$ cat src/rtl/mem_bus_arbiter.sv
// Two-master round-robin arbiter for a valid/ready memory bus, with a
// watchdog that ends hung or unmapped transfers with an error response.

module mem_bus_arbiter_port #(
  parameter logic [31:0] ERR_RDATA = 32'hDEADBEEF
) (
  input  logic        sel_busy,
  input  logic        sel_tout,
  input  logic        s_ready,
  input  logic [31:0] s_rdata,
  output logic        ready,
  output logic [31:0] rdata,
  output logic        err
);
  assign ready = (sel_busy & s_ready) | sel_tout;
  assign err   = sel_tout;
  assign rdata = sel_tout ? ERR_RDATA : s_rdata;
endmodule

module mem_bus_arbiter #(
  parameter int          TIMEOUT   = 64,
  parameter logic [31:0] ERR_RDATA = 32'hDEADBEEF
) (
  input  logic        clk,
  input  logic        rst_n,
  input  logic        m0_valid,
  output logic        m0_ready,
  input  logic [31:0] m0_addr,
  input  logic [31:0] m0_wdata,
  input  logic [3:0]  m0_wstrb,
  output logic [31:0] m0_rdata,
  output logic        m0_err,
  input  logic        m1_valid,
  output logic        m1_ready,
  input  logic [31:0] m1_addr,
  input  logic [31:0] m1_wdata,
  input  logic [3:0]  m1_wstrb,
  output logic [31:0] m1_rdata,
  output logic        m1_err,
  output logic        s_valid,
  input  logic        s_ready,
  output logic [31:0] s_addr,
  output logic [31:0] s_wdata,
  output logic [3:0]  s_wstrb,
  input  logic [31:0] s_rdata,
  output logic        err_flag,
  output logic [31:0] err_addr,
  input  logic        err_clr
);
  localparam int NUM_M = 2;
  localparam int CW    = (TIMEOUT > 2) ? $clog2(TIMEOUT) : 1;

  typedef enum logic [1:0] {IDLE, BUSY, TOUT} state_t;

  state_t  state, state_d;
  logic    owner, owner_d, last, last_d;
  logic [CW-1:0] cnt, cnt_d;

  logic [NUM_M-1:0]       mv;
  logic [NUM_M-1:0][31:0] maddr, mwdata, m_rdata;
  logic [NUM_M-1:0][3:0]  mwstrb;
  logic [NUM_M-1:0]       m_ready, m_err;
  logic                   sel;

  assign mv     = {m1_valid, m0_valid};
  assign maddr  = {m1_addr,  m0_addr};
  assign mwdata = {m1_wdata, m0_wdata};
  assign mwstrb = {m1_wstrb, m0_wstrb};

  always_ff @(posedge clk or negedge rst_n) begin
    if (!rst_n) begin
      state <= IDLE;
      owner <= 1'b0;
      last  <= 1'b1;
      cnt   <= '0;
    end else begin
      state <= state_d;
      owner <= owner_d;
      last  <= last_d;
      cnt   <= cnt_d;
    end
  end

  always_comb begin
    state_d = state;
    owner_d = owner;
    last_d  = last;
    cnt_d   = cnt;
    case (state)
      IDLE: if (|mv) begin
        state_d = BUSY;
        cnt_d   = '0;
        owner_d = (mv == 2'b11) ? ~last : mv[1];
      end
      BUSY: begin
        // A late s_ready beats the watchdog in the same cycle.
        if (s_ready) begin
          state_d = IDLE;
          last_d  = owner;
          cnt_d   = '0;
        end else if (!mv[owner]) begin
          state_d = IDLE;
          cnt_d   = '0;
        end else if (cnt == CW'(TIMEOUT - 1)) begin
          state_d = TOUT;
          cnt_d   = '0;
        end else begin
          cnt_d = cnt + 1'b1;
        end
      end
      TOUT: begin
        state_d = IDLE;
        last_d  = owner;
      end
      default: state_d = IDLE;
    endcase
  end

  // Outside BUSY the slave mux parks on master 0.
  assign sel     = (state == BUSY) ? owner : 1'b0;
  assign s_valid = (state == BUSY) & mv[owner];
  assign s_addr  = maddr[sel];
  assign s_wdata = mwdata[sel];
  assign s_wstrb = mwstrb[sel];

  for (genvar i = 0; i < NUM_M; i++) begin : g_port
    mem_bus_arbiter_port #(.ERR_RDATA(ERR_RDATA)) u_port (
      .sel_busy (state == BUSY && owner == 1'(i)),
      .sel_tout (state == TOUT && owner == 1'(i)),
      .s_ready  (s_ready),
      .s_rdata  (s_rdata),
      .ready    (m_ready[i]),
      .rdata    (m_rdata[i]),
      .err      (m_err[i])
    );
  end

  assign m0_ready = m_ready[0];
  assign m0_rdata = m_rdata[0];
  assign m0_err   = m_err[0];
  assign m1_ready = m_ready[1];
  assign m1_rdata = m_rdata[1];
  assign m1_err   = m_err[1];

  always_ff @(posedge clk or negedge rst_n) begin
    if (!rst_n) begin
      err_flag <= 1'b0;
      err_addr <= '0;
    end else if (state == TOUT) begin
      err_flag <= 1'b1;
      err_addr <= maddr[owner];
    end else if (err_clr) begin
      err_flag <= 1'b0;
    end
  end
endmodule

$ cat config.mk
export PLATFORM = sky130hd
export DESIGN_NAME = mem_bus_arbiter
export DESIGN_NICKNAME = d
export VERILOG_FILES = /design/src/rtl/mem_bus_arbiter.sv
export SDC_FILE = /design/constraint.sdc
export NUM_CORES = 1
export LEC_CHECK = 0
export CAP_MARGIN = 10
export CORE_AREA = 5 5 129 131
export DETAILED_ROUTE_END_ITERATION = 12
export DIE_AREA = 0 0 134 136
export PLACE_DENSITY = 0.67
export RECOVER_POWER = 50
export SYNTH_ARGS = -nofsm -noshare
export SYNTH_HDL_FRONTEND = slang
export SYNTH_SLANG_ARGS = --single-unit
export TNS_END_PERCENT = 50
$ cat constraint.sdc
create_clock -name clk -period 1.7 [get_ports clk]
set_input_delay 0.34 -clock clk [delete_from_list [all_inputs] [get_ports clk]]
set_output_delay 0.34 -clock clk [all_outputs]
set_load 0.02 [all_outputs]
---- Word-level counts from Yosys, hierarchy flattened ----
Index checks and enable logic that the tools add are counted.
storage, ports and cells
  flip-flop bits (word level) ............. 43
  input port bits ......................... 174
  output and inout bits ................... 170
  logic and storage cells ................. 64
cells by class
  add/sub/neg operators ................... 1
  order comparisons ....................... 2
  equality and inequality tests ........... 7
  muxes and demuxes ....................... 28
  bitwise gates (word level) .............. 7
  reductions and logical operators ........ 13
operator list
  operator                                                                       number
  32-bit two-way mux                                                             8
  6-bit two-way mux                                                              4
  6-bit one-hot mux with 2 select lines                                          1
  2-bit two-way mux                                                              4
  4-bit two-way mux                                                              2
  2-bit AND reduction                                                            4
  1-bit two-way mux                                                              7
  6-bit by 1-bit adder with 6-bit output (second input constant)                 1
  6-bit equality test (second input constant)                                    1
  2-bit nonzero test                                                             3
  2-bit equality test (second input constant)                                    2
  1-bit logical AND                                                              4
  1-bit by 2-bit less-than comparator with 1-bit output (second input constant)  2
  2-bit inequality test (second input constant)                                  2
  4-bit inequality test (second input constant)                                  1
  2-bit one-hot mux with 2 select lines                                          1
  1-bit AND                                                                      3
  2-bit by 1-bit equality test with 1-bit output (second input constant)         1
  2-bit logical NOT                                                              1
  1-bit inverter                                                                 2
  1-bit bitwise OR                                                               2
  1-bit one-hot mux with 2 select lines                                          1
  2-bit OR reduction                                                             1

---- Depth between registers and ports, before layout ----
  word-level depth ........................ 5
  gate-level depth with buffers ........... 6
  gate-level depth less buffers ........... 5

---- By module ----
Synthesis repeated with hierarchy kept, for this count alone.
second synthesis, totals
  cell total of the unflattened synthesis .. 352
  area, all modules ....................... 3300.7 um^2
modules (own cells, without submodules)
  module                times used  cells each  area an instance (um^2)  sequential area each (um^2)
  mem_bus_arbiter       1           278         2827.7                   1077.3
  mem_bus_arbiter_port  2           37          236.5                    0.0

---- Worst setup path after synthesis ----
Ideal clock, no wire load.
  kind .................................... register to output
  start point ............................. register state[1]
  end point ............................... output m0_rdata[18]
  arrival time ............................ 1.339 ns
  required time ........................... 1.360 ns
  setup slack ............................. 0.021 ns
  cell stages (with the launch flop) ...... 6
  path buffers ............................ 2
  path through ............................ dfrtp_1 buf_2 nand2b_1 nor2_2 clkbuf_1 or2_2
between the ends
  word-level cells in the longest chain between the ends .. 3
ends and longest elaborated chain
  item                      line  source
  start: declaration        55    state_t state, state_d;
  start signal: assignment  77    state <= state_d;
  2-bit equality test       129   .sel_tout (state == TOUT && owner == 1'(i)),
  1-bit logical AND         129
  via m0_err                32    output logic m0_err,
  32-bit two-way mux        17    assign rdata = sel_tout ? ERR_RDATA : s_rdata;
  end: declaration          31    output logic [31:0] m0_rdata,
The timed path passes the listed nets, and every way through them passes these cells.

---- Final worst setup path ----
  start point ............................. register state[1]
  end point ............................... output m0_rdata[6]
between the ends
  word-level cells in the longest chain between the ends .. 3
ends and longest elaborated chain
  item                 line
  2-bit equality test  129
  1-bit logical AND    129
  32-bit two-way mux   17
Every way passes these cells.

==> results by stage <==
Place:
- In this run the tool buffered the top-level ports with around 340 buffer cells.
- The number of placed instances, taps included is between 900 and 1,000.
- Detailed placement finished with a half-perimeter wire length of approximately 14,000 um.
- The cell area after placement is about 0.0074 mm^2.
- Routability-driven placement finished with a final weighted congestion of between 0.7 and 0.8.

Detailed routing:
- The routed length on met3 is 1120 um.
- The count of routing violations after the opening detailed-route iteration is a little over 100.
- The routed via count is 4,140.
- The detailed-route wire length per cell is 18.6 um.
- After detailed routing, the number of vias per cell comes to 4.39.
- In the final routing, the length of wire on met1 measures between 6000 and 7000 um.
- The first-pass iteration count of the detailed router is 4.
- The highest metal layer carrying signal wires in the routed design is met4.
- The antenna violation net count after detailed routing is 0.
- The total DRC errors in the routed layout is 0.
- The routed wire length on met2 is a little over 9000 um.
- After detailed routing, the total wire length is roughly 18,000 um.

Worst setup path:
- The category of the most critical setup path is flop to output port.
- The worst setup path is captured at an output port.
- The startpoint of the most critical register-to-register path is owner.
- In this design, the stage delay of the slowest critical-path cell is about 0.44 ns.
- STA classifies the critical path startpoint as a flop.
- For flop-to-flop paths, the worst setup slack is roughly 0.030 ns.
- The worst-path maximum fanout is 8.
- The worst-path cell with the longest stage delay is dfrtp_2.
- In this run the worst setup path begins at state[1].
- For the worst setup path, the data arrival time is 1.69 ns.
- The critical path goes through buf_6, nand2b_4, nor2_4, buf_12, clkbuf_16, or2_2, buf_6.
- The cell seen most often among critical-path stages is buf_6.
- Data on the critical path is required at its endpoint by between 1 and 1.5 ns.

CTS:
- The tree is rooted in a clkbuf_16.
- In this run, CTS created clock tree buffers numbering 5.
- The clock net sink count is 43.
- For the worst-skew pair, the clock arrives at the later sink with an insertion delay of 0.28 ns.
- TritonCTS built the clock tree.
- In this run the number of H-tree levels came out at 2.
- The maximum root-to-sink buffer count is 2.
- After clock tree synthesis, the clock-pin slew on the worst setup and hold paths is 0.06 ns.

Yosys:
- The instance count of the mapped netlist is approximately 350.
- The main flop type after synthesis is dfrtp_1.
- In this run, distinct cell masters in the synthesized netlist total 35.
- Counting flops and latches in the post-synthesis netlist gives 43.
- Yosys printed 0 warnings.
- The area of the mapped netlist is 0.00338 mm^2.
- The mean instance size in the synthesized netlist is 9.77 um^2.
- The share of the Yosys chip area taken by registers is 31.9%.
- When the netlist entered floorplanning its net count stood at 521.
- The async set or reset register ratio after synthesis is between 90% and 100%.
- In this run, synthesis inferred 0 flip-flops with an integrated enable.

STA:
- The final max-slew violation count came to 0.
- The worst slew margin relative to its limit is between 40 and 50%.
- The highest clock frequency the design can meet is roughly 490 MHz.
- The setup slack of the critical path after layout is -0.332 ns.
- Setup repair after global routing could not meet its margin everywhere.
- The count of endpoints failing hold in the final timing report is 0.
- The portion of the clock cycle consumed by the worst path in the final layout is 120%.
- The clock period minus final worst setup slack is approximately 2.0 ns.
- Across all hold checks on the routed design, the worst slack comes to between 0.4 and 0.5 ns.
- Setup violations remaining at the end of the flow were counted as roughly 140.
- Clock skew on the completed layout was measured at ~0.0034 ns.
- The transition at the pin with the smallest max-transition slack is between 0.8 and 0.9 ns.

Floorplanning:
- Once the floorplan was initialized, standard cells occupied approximately 22% of the core.
- The number of top-level pins is 344.
- The vertical extent of the die is 136 um.
- The die covers around 0.018 mm^2.
- The floorplan has 46 rows.
- The region available for standard cell placement spans 0.0155 mm^2.
- The die boundary width is between 100 and 150 um.

Worst hold path:
- The worst min-delay path category is flop to flop.
- The startpoint identified for the worst hold timing path is err_addr[1].

Final layout:
- The most common library cell in the layout ignoring fill and taps is clkdlybuf4s50_1.
- The final cell count without fillers is ~940.
- The count of inserted antenna diode cells is 0.
- Leaving out fill and tap cells, the most frequent cells in the layout are 205 x clkdlybuf4s50_1, 89 x buf_6, 73 x buf_4.
- The fraction of layout instances using a drive strength above 1 is around 47%.
- The area added between synthesis and finish is 135%.
- The final net count is 926.
- The final instance area is about 0.0079 mm^2.

Power:
- The static leakage is ~0.0038 uW.
- The total power after layout is 6590 uW.
- The worst-case IR drop observed on VDD is ~0.38 mV.
- The power density normalized to cell area is approximately 830 mW/mm^2.

GRT:
- The number of antenna violations at the first check in global routing is 0.
- The total overflow left after global routing is 0.
- The global-route wire length before repair is between 20,000 and 25,000 um.
- The total global routing track utilization is between 15 and 20%.
- The number of global-route vias before repair is 4,264.
- The largest net degree at the start of global routing is 66.

Run status:
- The final reports fail on setup timing.
- The flow ran to the end, but the final reports show violations.

Run:
- The tool flagged a number of max-cap violations equal to 0.
## kinds of logic after synthesis
| family | synth area share [%] |
|---|---|
| AND/OR/NAND/NOR | 20.4 |
| multiplexers | 35.0 |
| AO/OA/AOI/OAI | 8.07 |
| flip-flops | 31.9 |
| buffers and inverters | 4.37 |
| adder cells (fa/ha/maj) | 0.370 |
## synthesized netlist by cell type, types with 2 or more instances
master / instances / share of area (%)
clkbuf_1: 9 / 1.0
inv_1: 2 / 0.22
nand2_1: 37 / 4.1
a21o_1: 3 / 0.67
nor2b_1: 10 / 1.8
buf_6: 3 / 1.0
o21ai_0: 37 / 5.5
mux2_2: 49 / 16
mux2i_1: 33 / 9.8
mux2_4: 20 / 8.9
nor2_1: 5 / 0.55
or2_2: 25 / 4.6
a21oi_1: 2 / 0.30
nand3_1: 2 / 0.30
and3_1: 2 / 0.37
buf_2: 10 / 1.5
buf_4: 3 / 0.67
dfrtp_1: 42 / 31
nand2b_1: 26 / 4.8
nor3b_1: 2 / 0.44
and2_1: 10 / 1.8
## where the power goes
| part | total, uW | internal [uW] | switching (uW) | leakage (uW) |
|---|---|---|---|---|
| clock | 1010 | 626 | 387 | 0.0000772 |
| combinational | 4460 | 2400 | 2060 | 0.00333 |
| sequential | 1120 | 1070 | 43.8 | 0.000423 |
| total | 6590 | 4100 | 2490 | 0.00383 |
## per-stage QoR
step | setup TNS [ns] | setup WS [ns] | util [%]
floorplan | 0 | 0.0208 | -
global placement | -46.29 | -0.414 | 47.7
detailed placement | -49.08 | -0.426 | 47.7
CTS | -40.69 | -0.406 | 46.9
global route | -39.46 | -0.379 | 51.3
finish | -32.04 | -0.332 | 51.3
## metal layers
layer  vias up  GRT usage [%]
li1       2013              -
met1      1937           19.7
met2       173           30.6
met3        17           4.44
met4         0           3.31
met5         -              0
## flip-flops by register name, summed over array words and instances (netlist names)
| register | flops |
|---|---|
| err_flag | 1 |
| owner | 1 |
| err_addr | 32 |
| last | 1 |
| cnt | 6 |
| state | 2 |
## repair_timing
item | 4_1_cts | 5_1_grt
cloned | 2 | 7
resized for setup | 496 | 273
setup endpoints to repair | 137 | 141
endpoints found under the hold margin | 12 | 0
hold buffers | 1 | 0
pin swaps | 1 | 10
setup buffers | 2 | 13
## path summary, 6_finish.rpt
check,endpoint,cells after the start
worst min-delay path,err_addr[1],2
worst max register to register,cnt[3],6
worst min register to register,err_addr[1],2
max in group asynchronous,err_addr[4],3
worst max-delay path,m0_rdata[6],7
min in group asynchronous,err_flag,2
## worst max-delay path: cells and delay by family (launching register included)
family	cells	cell delay [ns]
buf+inv	4	0.55
flops	1	0.44
simple gates	3	0.41
## layout make-up
class | instances | area [um^2]
well taps | 192 | 240
flip-flops and latches | 43 | 1080
clock buffers | 8 | 156
multi-input cells | 276 | 2330
inverters | 2 | 7.51
fillers | 1388 | 7550
repair buffers | 423 | 4120
Power figures use the tool's default switching activity.
